File: config.mk
export PLATFORM = sky130hd
export DESIGN_NAME = npm_toggle_dout_ddr100_flat
export DESIGN_NICKNAME = d
export VERILOG_FILES = /design/src/rtl/npm_toggle_dout_ddr100_pkg.sv /design/src/rtl/npm_toggle_dout_ddr100_if.sv /design/src/rtl/npm_pi_drain.sv /design/src/rtl/npm_toggle_dout_ddr100.sv /design/src/flat_wrapper.sv
export SDC_FILE = /design/constraint.sdc
export NUM_CORES = 1
export LEC_CHECK = 0
export CORE_UTILIZATION = 42
export CTS_BUF_LIST = sky130_fd_sc_hd__clkbuf_8
export DETAILED_ROUTE_END_ITERATION = 6
export PLACE_DENSITY = 0.64
export SLEW_MARGIN = 10
export SYNTH_ARGS = -nofsm -noshare
export SYNTH_HDL_FRONTEND = slang
export SYNTH_HIERARCHICAL = 1
export SYNTH_SLANG_ARGS = --single-unit
export TNS_END_PERCENT = 1
File: constraint.sdc
create_clock -name iSystemClock -period 3.1 [get_ports iSystemClock]
set_input_delay 0.465 -clock iSystemClock [delete_from_list [all_inputs] [get_ports iSystemClock]]
set_output_delay 0.465 -clock iSystemClock [all_outputs]
set_load 0.02 [all_outputs]
File: src/rtl/npm_toggle_dout_ddr100_pkg.sv
// Shared definitions for the Toggle DDR100 read-burst primitive:
// FSM state encoding, RE quarter-phase patterns and PI buffer depth.
package npm_toggle_dout_ddr100_pkg;

    typedef enum logic [2:0] {
        S_IDLE = 3'd0,
        S_BRST = 3'd1,
        S_PRE  = 3'd2,
        S_TOGG = 3'd3,
        S_POST = 3'd4,
        S_WAIT = 3'd5,
        S_DONE = 3'd6
    } state_t;

    localparam logic [3:0] RE_HOLD   = 4'b0000;
    localparam logic [3:0] RE_TOGGLE = 4'b0011;

    localparam int PI_BUFF_DEPTH = 16;

    function automatic logic is_ce_phase(state_t s);
        return (s == S_PRE) || (s == S_TOGG) || (s == S_POST);
    endfunction

endpackage

File: src/rtl/npm_toggle_dout_ddr100_if.sv
// Primitive-side bus of the read-burst primitive: start/way/length control,
// valid/ready word sink, PI buffer controls and PHY output-phase pins.
interface npm_toggle_dout_ddr100_if #(
    parameter int NumberOfWays = 4
);
    import npm_toggle_dout_ddr100_pkg::*;

    logic                      iStart;
    logic [NumberOfWays-1:0]   iTargetWay;
    logic [15:0]               iNumOfData;
    logic                      oReady;
    logic                      oLastStep;
    // A word transfers on any cycle where oReadValid & iReadReady; once raised,
    // oReadValid and oReadData hold steady until that transfer happens.
    logic [31:0]               oReadData;
    logic                      oReadValid;
    logic                      iReadReady;
    logic                      oPI_Reset;
    logic                      oPI_BUFF_Reset;
    logic                      oPI_BUFF_RE;
    logic                      oPI_BUFF_WE;
    logic [2:0]                oPI_BUFF_OutSel;
    logic                      iPI_BUFF_Empty;
    logic [31:0]               iReadData;
    logic [2*NumberOfWays-1:0] oPO_ChipEnable;
    logic [3:0]                oPO_ReadEnable;
    logic [3:0]                oPO_WriteEnable;
    logic [3:0]                oPO_AddressLatchEnable;
    logic [3:0]                oPO_CommandLatchEnable;
    logic                      oDQSOutEnable;
    logic                      oDQOutEnable;
    state_t                    oDbgState;

    modport slave (
        input  iStart, iTargetWay, iNumOfData, iReadReady, iPI_BUFF_Empty, iReadData,
        output oReady, oLastStep, oReadData, oReadValid,
        output oPI_Reset, oPI_BUFF_Reset, oPI_BUFF_RE, oPI_BUFF_WE, oPI_BUFF_OutSel,
        output oPO_ChipEnable, oPO_ReadEnable, oPO_WriteEnable,
        output oPO_AddressLatchEnable, oPO_CommandLatchEnable,
        output oDQSOutEnable, oDQOutEnable, oDbgState
    );

    modport master (
        output iStart, iTargetWay, iNumOfData, iReadReady, iPI_BUFF_Empty, iReadData,
        input  oReady, oLastStep, oReadData, oReadValid,
        input  oPI_Reset, oPI_BUFF_Reset, oPI_BUFF_RE, oPI_BUFF_WE, oPI_BUFF_OutSel,
        input  oPO_ChipEnable, oPO_ReadEnable, oPO_WriteEnable,
        input  oPO_AddressLatchEnable, oPO_CommandLatchEnable,
        input  oDQSOutEnable, oDQOutEnable, oDbgState
    );

endinterface

File: src/rtl/npm_pi_drain.sv
// Drains captured words from the PI buffer into a registered valid/ready
// output stage; the buffer head appears one cycle after each pop.
module npm_pi_drain (
    input  logic        i_clk,
    input  logic        i_rst_n,
    input  logic        i_clear,
    input  logic        i_enable,
    input  logic [15:0] i_num,
    input  logic        i_empty,
    input  logic [31:0] i_data,
    input  logic        i_ready,
    output logic        o_pop,
    output logic [31:0] o_data,
    output logic        o_valid,
    output logic        o_done
);
    logic        r_pending;
    logic        r_valid;
    logic [31:0] r_data;
    logic [15:0] r_popped;
    logic [15:0] r_delivered;
    logic        w_pop;
    logic        w_accept;

    assign w_accept = r_valid & i_ready;
    // Only one pop in flight, and only when the output slot frees up this cycle.
    assign w_pop = i_enable & ~i_empty & ~r_pending & (r_popped < i_num) & (~r_valid | i_ready);

    always_ff @(posedge i_clk or negedge i_rst_n) begin
        if (!i_rst_n) begin
            r_pending   <= 1'b0;
            r_valid     <= 1'b0;
            r_data      <= '0;
            r_popped    <= '0;
            r_delivered <= '0;
        end else if (i_clear) begin
            r_pending   <= 1'b0;
            r_valid     <= 1'b0;
            r_popped    <= '0;
            r_delivered <= '0;
        end else begin
            r_pending <= w_pop;
            if (w_pop) r_popped <= r_popped + 16'd1;
            if (w_accept) r_delivered <= r_delivered + 16'd1;
            if (r_pending) begin
                r_data  <= i_data;
                r_valid <= 1'b1;
            end else if (w_accept) begin
                r_valid <= 1'b0;
            end
        end
    end

    assign o_pop   = w_pop;
    assign o_data  = r_data;
    assign o_valid = r_valid;
    assign o_done  = (r_delivered == i_num);

endmodule

File: src/rtl/npm_toggle_dout_ddr100.sv
// Toggle DDR100 read-burst primitive: buffer reset, CE of one way, RE
// preamble/toggle/postamble, then waits until the sink has taken N words.
module npm_toggle_dout_ddr100 #(
    parameter int NumberOfWays    = 4,
    parameter int PreambleCycles  = 4,
    parameter int PostambleCycles = 2
) (
    input logic                     iSystemClock,
    input logic                     iReset_n,
    npm_toggle_dout_ddr100_if.slave bus
);
    import npm_toggle_dout_ddr100_pkg::*;

    localparam logic [16:0] PRE_LOAD  = 17'(PreambleCycles - 1);
    localparam logic [16:0] POST_LOAD = 17'(PostambleCycles - 1);

    state_t                    r_state;
    state_t                    w_state_next;
    logic [16:0]               r_cnt;
    logic [16:0]               w_cnt_next;
    logic [NumberOfWays-1:0]   r_way;
    logic [15:0]               r_num;
    logic                      r_ready;
    logic                      r_last;
    logic                      r_we;
    logic                      r_buff_rst;
    logic [3:0]                r_re;
    logic [2*NumberOfWays-1:0] r_ce;
    logic [2*NumberOfWays-1:0] w_ce_pattern;
    logic                      w_drain_done;
    logic                      w_drain_en;
    logic                      w_start;

    assign w_start    = (r_state == S_IDLE) & bus.iStart;
    assign w_drain_en = (r_state == S_PRE) | (r_state == S_TOGG) | (r_state == S_POST) | (r_state == S_WAIT);

    always_comb begin
        w_state_next = r_state;
        w_cnt_next   = r_cnt;
        unique case (r_state)
            S_IDLE: if (bus.iStart) w_state_next = (bus.iNumOfData == 16'd0) ? S_DONE : S_BRST;
            S_BRST: begin
                w_state_next = S_PRE;
                w_cnt_next   = PRE_LOAD;
            end
            S_PRE: begin
                if (r_cnt == '0) begin
                    w_state_next = S_TOGG;
                    w_cnt_next   = {r_num, 1'b0} - 17'd1;
                end else begin
                    w_cnt_next = r_cnt - 17'd1;
                end
            end
            S_TOGG: begin
                if (r_cnt == '0) begin
                    w_state_next = S_POST;
                    w_cnt_next   = POST_LOAD;
                end else begin
                    w_cnt_next = r_cnt - 17'd1;
                end
            end
            S_POST: begin
                if (r_cnt == '0) w_state_next = S_WAIT;
                else             w_cnt_next   = r_cnt - 17'd1;
            end
            S_WAIT:  if (w_drain_done) w_state_next = S_DONE;
            S_DONE:  w_state_next = S_IDLE;
            default: w_state_next = S_IDLE;
        endcase
    end

    always_comb begin
        w_ce_pattern = '0;
        for (int i = 0; i < NumberOfWays; i++) w_ce_pattern[2*i +: 2] = {2{r_way[i]}};
    end

    // Outputs are registered from the next state so they line up with r_state.
    always_ff @(posedge iSystemClock or negedge iReset_n) begin
        if (!iReset_n) begin
            r_state    <= S_IDLE;
            r_cnt      <= '0;
            r_way      <= '0;
            r_num      <= '0;
            r_ready    <= 1'b1;
            r_last     <= 1'b0;
            r_we       <= 1'b0;
            r_buff_rst <= 1'b0;
            r_re       <= RE_HOLD;
            r_ce       <= '0;
        end else begin
            r_state    <= w_state_next;
            r_cnt      <= w_cnt_next;
            if (w_start) begin
                r_way <= bus.iTargetWay;
                r_num <= bus.iNumOfData;
            end
            r_ready    <= (w_state_next == S_IDLE);
            r_last     <= (w_state_next == S_DONE);
            r_we       <= (w_state_next == S_BRST) | is_ce_phase(w_state_next);
            r_buff_rst <= (w_state_next == S_BRST);
            r_re       <= (w_state_next == S_TOGG) ? RE_TOGGLE : RE_HOLD;
            r_ce       <= is_ce_phase(w_state_next) ? w_ce_pattern : '0;
        end
    end

    npm_pi_drain u_drain (
        .i_clk    (iSystemClock),
        .i_rst_n  (iReset_n),
        .i_clear  (r_state == S_BRST),
        .i_enable (w_drain_en),
        .i_num    (r_num),
        .i_empty  (bus.iPI_BUFF_Empty),
        .i_data   (bus.iReadData),
        .i_ready  (bus.iReadReady),
        .o_pop    (bus.oPI_BUFF_RE),
        .o_data   (bus.oReadData),
        .o_valid  (bus.oReadValid),
        .o_done   (w_drain_done)
    );

    assign bus.oReady                 = r_ready;
    assign bus.oLastStep              = r_last;
    assign bus.oPI_Reset              = r_buff_rst;
    assign bus.oPI_BUFF_Reset         = r_buff_rst;
    assign bus.oPI_BUFF_WE            = r_we;
    assign bus.oPI_BUFF_OutSel        = 3'b000;
    assign bus.oPO_ChipEnable         = r_ce;
    assign bus.oPO_ReadEnable         = r_re;
    assign bus.oPO_WriteEnable        = 4'b0000;
    assign bus.oPO_AddressLatchEnable = 4'b0000;
    assign bus.oPO_CommandLatchEnable = 4'b0000;
    assign bus.oDQSOutEnable          = 1'b0;
    assign bus.oDQOutEnable           = 1'b0;
    assign bus.oDbgState              = r_state;

endmodule

File: src/flat_wrapper.sv
// flat-port wrapper written by rule: the top's interface ports become plain ports
module npm_toggle_dout_ddr100_flat import npm_toggle_dout_ddr100_pkg::*;
#(
    parameter int NumberOfWays    = 4,
    parameter int PreambleCycles  = 4,
    parameter int PostambleCycles = 2
)
  (iSystemClock, iReset_n, bus_iStart, bus_iTargetWay, bus_iNumOfData, bus_iReadReady, bus_iPI_BUFF_Empty, bus_iReadData, bus_oReady, bus_oLastStep, bus_oReadData, bus_oReadValid, bus_oPI_Reset, bus_oPI_BUFF_Reset, bus_oPI_BUFF_RE, bus_oPI_BUFF_WE, bus_oPI_BUFF_OutSel, bus_oPO_ChipEnable, bus_oPO_ReadEnable, bus_oPO_WriteEnable, bus_oPO_AddressLatchEnable, bus_oPO_CommandLatchEnable, bus_oDQSOutEnable, bus_oDQOutEnable, bus_oDbgState);
  npm_toggle_dout_ddr100_if #(.NumberOfWays(NumberOfWays)) bus_i ();
  input logic iSystemClock;
  input logic iReset_n;
  input wire logic [$bits(bus_i.iStart)-1:0] bus_iStart;
  input wire logic [$bits(bus_i.iTargetWay)-1:0] bus_iTargetWay;
  input wire logic [$bits(bus_i.iNumOfData)-1:0] bus_iNumOfData;
  input wire logic [$bits(bus_i.iReadReady)-1:0] bus_iReadReady;
  input wire logic [$bits(bus_i.iPI_BUFF_Empty)-1:0] bus_iPI_BUFF_Empty;
  input wire logic [$bits(bus_i.iReadData)-1:0] bus_iReadData;
  output wire logic [$bits(bus_i.oReady)-1:0] bus_oReady;
  output wire logic [$bits(bus_i.oLastStep)-1:0] bus_oLastStep;
  output wire logic [$bits(bus_i.oReadData)-1:0] bus_oReadData;
  output wire logic [$bits(bus_i.oReadValid)-1:0] bus_oReadValid;
  output wire logic [$bits(bus_i.oPI_Reset)-1:0] bus_oPI_Reset;
  output wire logic [$bits(bus_i.oPI_BUFF_Reset)-1:0] bus_oPI_BUFF_Reset;
  output wire logic [$bits(bus_i.oPI_BUFF_RE)-1:0] bus_oPI_BUFF_RE;
  output wire logic [$bits(bus_i.oPI_BUFF_WE)-1:0] bus_oPI_BUFF_WE;
  output wire logic [$bits(bus_i.oPI_BUFF_OutSel)-1:0] bus_oPI_BUFF_OutSel;
  output wire logic [$bits(bus_i.oPO_ChipEnable)-1:0] bus_oPO_ChipEnable;
  output wire logic [$bits(bus_i.oPO_ReadEnable)-1:0] bus_oPO_ReadEnable;
  output wire logic [$bits(bus_i.oPO_WriteEnable)-1:0] bus_oPO_WriteEnable;
  output wire logic [$bits(bus_i.oPO_AddressLatchEnable)-1:0] bus_oPO_AddressLatchEnable;
  output wire logic [$bits(bus_i.oPO_CommandLatchEnable)-1:0] bus_oPO_CommandLatchEnable;
  output wire logic [$bits(bus_i.oDQSOutEnable)-1:0] bus_oDQSOutEnable;
  output wire logic [$bits(bus_i.oDQOutEnable)-1:0] bus_oDQOutEnable;
  output wire logic [$bits(bus_i.oDbgState)-1:0] bus_oDbgState;
  assign bus_i.iStart = bus_iStart;
  assign bus_i.iTargetWay = bus_iTargetWay;
  assign bus_i.iNumOfData = bus_iNumOfData;
  assign bus_i.iReadReady = bus_iReadReady;
  assign bus_i.iPI_BUFF_Empty = bus_iPI_BUFF_Empty;
  assign bus_i.iReadData = bus_iReadData;
  assign bus_oReady = bus_i.oReady;
  assign bus_oLastStep = bus_i.oLastStep;
  assign bus_oReadData = bus_i.oReadData;
  assign bus_oReadValid = bus_i.oReadValid;
  assign bus_oPI_Reset = bus_i.oPI_Reset;
  assign bus_oPI_BUFF_Reset = bus_i.oPI_BUFF_Reset;
  assign bus_oPI_BUFF_RE = bus_i.oPI_BUFF_RE;
  assign bus_oPI_BUFF_WE = bus_i.oPI_BUFF_WE;
  assign bus_oPI_BUFF_OutSel = bus_i.oPI_BUFF_OutSel;
  assign bus_oPO_ChipEnable = bus_i.oPO_ChipEnable;
  assign bus_oPO_ReadEnable = bus_i.oPO_ReadEnable;
  assign bus_oPO_WriteEnable = bus_i.oPO_WriteEnable;
  assign bus_oPO_AddressLatchEnable = bus_i.oPO_AddressLatchEnable;
  assign bus_oPO_CommandLatchEnable = bus_i.oPO_CommandLatchEnable;
  assign bus_oDQSOutEnable = bus_i.oDQSOutEnable;
  assign bus_oDQOutEnable = bus_i.oDQOutEnable;
  assign bus_oDbgState = bus_i.oDbgState;
  npm_toggle_dout_ddr100 #(.NumberOfWays(NumberOfWays), .PreambleCycles(PreambleCycles), .PostambleCycles(PostambleCycles)) u_core (.iSystemClock(iSystemClock), .iReset_n(iReset_n), .bus(bus_i));
endmodule
==> results of run 1 <==
[placed cells by master (no fill, tap or decap), types with 6 or more instances in the layout]
cell	count
conb_1	19
o32ai_1	6
dfrtp_1	112
clkdlybuf4s50_1	106
ha_1	22
nand2b_1	9
o31ai_1	12
o21ai_0	18
or4_1	13
and3_1	11
xor2_1	15
buf_4	32
nor2_1	53
nand4_1	11
nor3_1	14
nor2b_1	9
a22o_1	8
xnor2_1	27
a21oi_1	33
mux2_2	53
nor4_1	13
clkbuf_8	18
inv_1	30
or3_1	14
nand3_1	16
nand2_1	30
[worst max-delay path: stages (launching register included)]
cell,delay (ns)
dfrtp_1,0.42
ha_1,0.32
nand4_1,0.14
or4_4,0.58
o311ai_4,0.25
nor2_1,0.08
clkbuf_2,0.16
[repair_timing]
action | CTS | global route
endpoints found under the setup margin | 1 | 1
resized for setup | 1 | 5
pin swaps | 1 | 0
setup buffers | 0 | 2
hold buffers | 0 | 0
[power groups by stage]
stage	clock (uW)	sequential [uW]	combinational (uW)
floorplan	0	2830	2350
global placement	0	2500	4130
finish	1510	2510	4210
CTS	1550	2500	4200
global route	1620	2590	4550
detailed placement	0	2520	4190
[sequential cells by signal, indices dropped and copies added (netlist names)]
signal / cells
u_core/bus.oLastStep: 1
u_core/r_num: 16
u_core/bus.oDbgState: 3
u_core/u_drain/r_pending: 1
u_core/u_drain/o_data: 32
u_core/r_cnt: 17
u_core/bus.oReady: 1
u_core/r_way: 4
u_core/u_drain/o_valid: 1
u_core/bus.oPI_BUFF_Reset: 1
u_core/bus.oPI_BUFF_WE: 1
u_core/bus.oPO_ReadEnable: 1
u_core/u_drain/r_delivered: 16
u_core/bus.oPO_ChipEnable: 4
u_core/u_drain/r_popped: 16
[per-layer routing]
layer,vias to the layer above,global-route usage [%]
met2,195,35.74
li1,2571,-
met3,28,5.217
met4,0,8.097
met1,2687,30.20
met5,-,0
[through the flow]
stage	area [sq um]	setup WS, ns
final	8417	0.2376
after global routing	8417	0.06835
after CTS	8391	0.05839
after detailed placement	7964	0.2757
after global placement	7964	0.3230
after floorplan	6711	0.2126
[worst max-delay path by stage]
stage | endpoint | cells past startpoint
after floorplan | bus_oPI_BUFF_RE | 10
after global placement | bus_oPI_BUFF_RE | 6
after detailed placement | bus_oPI_BUFF_RE | 6
after CTS | bus_oPI_BUFF_RE | 7
after global routing | u_core/bus.oPO_ChipEnable[5]$_DFF_PN0_ | 8
final | bus_oPI_BUFF_RE | 6
[layout make-up]
class                      count  area [sq um]  share of cell area, %
multi-input combinational    475          3421                  40.64
sequential                   115          2882                  34.24
timing repair buffer         139          1306                  15.52
tap                          211         264.0                  3.137
clock buffer                  18         247.7                  2.943
clock inverter                14         180.2                  2.141
inverter                      31         116.4                  1.382
[cells by family (layout without fill, tap and decap cells)]
family,Yosys count,in the layout,synth area share (%)
AND/OR/NAND/NOR,211,211,17.08
AO/OA/AOI/OAI,124,124,13.58
flip-flops,115,115,43.33
XOR/XNOR,42,42,5.537
multiplexers,56,56,9.491
buffers and inverters,82,202,6.591
other,1,19,0.05644
adder cells (fa/ha/maj),23,23,4.332
==> metrics.cfg, run 1 <==
[yosys]
synth_ff_type=dfrtp_1
synth-seq-area-share_pct=43.33
async_reset_ff_share_pct=100.0
synth_top_area_share_pct=42.94
synth_seq_cells=115
synth_warnings=6
synth_top_area_cell=dfrtp_1
netlist_top_cells_area=dfrtp_1 (43%), mux2_2 (9.0%), ha_1 (4.3%)
syn_area_sq_um=6644
synth_edf_count=0
synth.avg_cell_area_sq_um=10.16
synth_cell_type_count=65
synth.most_common_cell=dfrtp_1
synthCells=654
synthTopCellsByCount=dfrtp_1 (114), nor2_1 (54), mux2_2 (53)

[floorplan]
die_x_microns=127.8
pin_count=128
die_y_microns=127.8
die_area_sq_um=16330
num_rows=45
start_util_pct=43.38
core_sq_um=15310

[placed_design]
place.gp.congestion=0.8951
dp_hpwl_microns=13090
dp.cells=969
io_buffers=108

[clock_tree]
clock-sinks=115
cts_root_buf=clkbuf_8
cts_made_buffers=17
cts_tree=built
clkLatencyLatePin_ns=0.45
clk_path_buf_depth=2
path_clk_slew_ns=0.08
htreeDepth=4

[cells_and_area]
syn2layout_area_growth_pct=26.69
stdcell_count=1003
drive_above_1_share_pct=17.68
antennaDiodeCount=0
final_core_util_pct=54.96
fill_cells=1374
layout.nets=859

[sta]
fin_crit_sh_pct=92.34
final-setup-viol-count=0
timing.fmax_mhz=349.4
finalClockSkew_ns=0.007999
slew_viol_final=0
slew_headroom_pct=42.91
finalSetupTns_ns=0
finalHoldViolCount=0
fin_crit_ns=2.862
tightest_slew_ns=0.8507
rsz0062_at_grt=false
whs_ns=0.03190

[critical_path]
startpoint_type=register
rr_worst_depth=8
path_class=register to output pin
crit_fanout=5
critPathRequiredTime_ns=2.63
r2r-start=u_core/bus.oDbgState[1]$_DFF_PN0_
crit_path_start=u_core/u_drain/r_popped[9]$_DFFE_PN0P_
r2r-end=u_core/r_cnt[16]$_DFFE_PN0P_
critPathArrivalTime_ns=2.40
cp-end-kind=output pin
reg2reg_slack_ns=0.30

[outcome]
outcome=finished, violations left
violations=design-rule violations

[global_route]
antenna_found_initial=0
grt.total_usage_pct=22.56
first_global_vias=5345
grt_pass1_wl_microns=28340
grt_start_max_net_pins=49
grt_overflow=0

[pwr]
combPwrFrac_pct=51.2
worst_ir_drop_vdd_mv=0.4360
seqPwrFrac_pct=30.4
power.share.switching_pct=41.41
power.share.clock_pct=18.4
p_leak_uw=0.003565
p_per_area_nw_per_um2=977.8
finalPower_uw=8230
switching_power_uw=3407
p_int_uw=4822

[detailed_routing]
wl_met2_microns=8441
num_vias=5481
routed_wl_microns=17620
ant_nets=0
wire_per_inst_microns=17.56
wl_met1_microns=7865
drc=2
vias_per_cell=5.465
drt_iter0_markers=540
firstDrtPassIters=7
wl_met3_microns=993
dr.max_layer_used=met4

[run]
cap_violations=0

[hold_path]
min_path_type=input pin to async pin

Power figures use the tool's default switching activity.
==> run 2, diff against run 1 <==
- CORE_ASPECT_RATIO: default -> 1.25
- MAX_ROUTING_LAYER: default -> met4
==> run 2 against run 1 <==
  * The run now ends clean
  * Clock power down 9%
  * Cell area down 0.19%
  * Fmax fell by 4.2%
  * Count of clock-buffer cells in the layout fell by 1
  * Sequential power about the same
  * Critical endpoint unchanged
  * Core utilization down 0.78 points
  * Wire length down 0.20%
  * Die area is essentially flat
  * Largest power group unchanged
  * Non-clock buffer count rose by 2
  * Clock skew is 0.0014 ns higher
  * Sequential cell count is the same
  * Critical path depth is the same
==> metrics.cfg, run 2 (same netlist as run 1, synthesis figures left out) <==
[global_route]
grt.total_usage_pct=23.32  ; was 22.56%
grt_overflow=0  ; unchanged
grt_start_max_net_pins=60  ; was 49
grt_pass1_wl_microns=28340  ; unchanged
antenna_found_initial=0  ; unchanged
first_global_vias=5645  ; was 5345

[detailed_routing]
wl_met3_microns=843  ; was 993 microns
firstDrtPassIters=5  ; was 7
drc=0  ; was 2
dr.max_layer_used=met4  ; unchanged
wire_per_inst_microns=17.48  ; was 17.56 microns
wl_met2_microns=8987  ; was 8441 microns
wl_met1_microns=7158  ; was 7865 microns
num_vias=5484  ; was 5481
routed_wl_microns=17580  ; was 17620 microns
vias_per_cell=5.451  ; was 5.465
ant_nets=0  ; unchanged
drt_iter0_markers=420  ; was 540

[sta]
tightest_slew_ns=0.8771  ; was 0.8507 ns
fin_crit_ns=2.989  ; was 2.862 ns
finalHoldViolCount=0  ; unchanged
finalSetupTns_ns=0  ; unchanged
fin_crit_sh_pct=96.42  ; was 92.34%
whs_ns=0.07893  ; was 0.03190 ns
finalClockSkew_ns=0.009402  ; was 0.007999 ns
slew_viol_final=0  ; unchanged
final-setup-viol-count=0  ; unchanged
slew_headroom_pct=41.14  ; was 42.91%
rsz0062_at_grt=false  ; unchanged
timing.fmax_mhz=334.5  ; was 349.4 MHz

[pwr]
finalPower_uw=8179  ; was 8230 uW
p_leak_uw=0.003571  ; was 0.003565 uW
p_per_area_nw_per_um2=973.6  ; was 977.8 nW/um^2
worst_ir_drop_vdd_mv=0.5211  ; was 0.4360 mV

[clock_tree]
htreeDepth=4  ; unchanged
clkLatencyLatePin_ns=0.46  ; was 0.45 ns
hold_buffers=0  ; unchanged
path_clk_slew_ns=0.08  ; about the same
clk_path_buf_depth=2  ; unchanged
cts_tree=built  ; unchanged
clock-sinks=115  ; unchanged
cts_made_buffers=17  ; unchanged
cts_root_buf=clkbuf_8  ; unchanged

[run]
cap_violations=0  ; unchanged

[critical_path]
path_class=register to output pin  ; unchanged
cp-end-kind=output pin  ; unchanged
startpoint_type=register  ; unchanged
critPathRequiredTime_ns=2.63  ; about the same
critPathArrivalTime_ns=2.52  ; was 2.40 ns
crit_fanout=4  ; was 5

[floorplan]
pin_count=128  ; unchanged
start_util_pct=42.85  ; was 43.38%
num_rows=51  ; was 45
die_x_microns=114.5  ; was 127.8 microns
die_y_microns=142.6  ; was 127.8 microns
core_sq_um=15510  ; was 15310 sq um
die_area_sq_um=16330  ; about the same

[cells_and_area]
drive_above_1_share_pct=17.51  ; was 17.68%
fill_cells=1429  ; was 1374
final_cell_mix=dfrtp_1 (114), clkdlybuf4s50_1 (106), nor2_1 (53), mux2_2 (53)  ; was dfrtp_1 (112), clkdlybuf4s50_1 (106), nor2_1 (53), mux2_2 (53), a21oi_1 (33)
antennaDiodeCount=0  ; unchanged
stdcell_count=1006  ; was 1003
syn2layout_area_growth_pct=26.44  ; was 26.69%
final_area_sq_um=8401  ; was 8417 sq um
final_common_cell=dfrtp_1  ; unchanged
largest_register_ffs=32  ; unchanged
layout.nets=861  ; was 859

[placed_design]
dpl_cell_area_sq_um=7993  ; was 7964 sq um
dp.cells=972  ; was 969
place.gp.congestion=0.8902  ; was 0.8951
dp_hpwl_microns=13130  ; was 13090 microns
io_buffers=108  ; unchanged

[outcome]
outcome=complete, no violations  ; was finished, violations left

[hold_path]
min_path_type=input pin to async pin  ; unchanged

[run 2: area by class of cell]
class | count | area [sq um] | share of cell area (%)
repair buffers | 141 | 1339 | 15.94
flip-flops and latches | 115 | 2879 | 34.27
multi-input cells | 475 | 3421 | 40.72
well taps | 212 | 265.3 | 3.158
clock buffers | 17 | 234.0 | 2.785
clock inverters | 15 | 146.4 | 1.743
inverters | 31 | 116.4 | 1.385
[run 2: path summary, 6_finish.rpt]
check	from	to	slack (ns)	cells after the start
worst max-delay path	u_core/u_drain/r_popped[15]$_DFFE_PN0P_	bus_oPI_BUFF_RE	0.11	6
worst max register to register	u_core/bus.oDbgState[2]$_DFF_PN0_	u_core/r_cnt[15]$_DFFE_PN0P_	0.40	9
max in group asynchronous	iReset_n	u_core/u_drain/r_popped[3]$_DFFE_PN0P_	2.25	2
worst min-delay path	iReset_n	u_core/r_cnt[13]$_DFFE_PN0P_	0.08	1
worst min register to register	u_core/r_cnt[0]$_DFFE_PN0P_	u_core/r_cnt[0]$_DFFE_PN0P_	0.49	1
min in group iSystemClock	u_core/r_cnt[0]$_DFFE_PN0P_	u_core/r_cnt[0]$_DFFE_PN0P_	0.49	1
[run 2: power breakdown]
group	switching (uW)	internal, uW	total [uW]
logic	2300	2000	4300
registers	457	2050	2500
clock network	722	656	1380
[run 2: critical path, stage by stage (launching register included)]
cell             delay (ns)
dfrtp_1                0.40
ha_1                   0.31
nand4_2                0.15
or4_4                  0.58
o311ai_4               0.24
nor2_1                 0.08
clkdlybuf4s15_1        0.30
[run 2: timing repair]
item / CTS / global route
buffers inserted: 1 / 1
cloned: 0 / 0
pin swaps: 0 / 2
resized for setup: 1 / 2
endpoints found under the setup margin: 1 / 1
[run 2: through the flow]
stage,worst slack [ns],util [%]
2_1_floorplan,0.2126,-
3_3_place_gp,0.2752,51.55
3_5_place_dp,0.2495,51.55
4_1_cts,0.02101,54.04
5_1_grt,0.006702,54.18
6_report,0.1109,54.18
[run 2: routing by layer]
layer	up-vias	global-route usage [%]
met4	0	10.80
met3	48	5.390
met5	-	-
li1	2590	-
met1	2668	26.69
met2	178	38.69
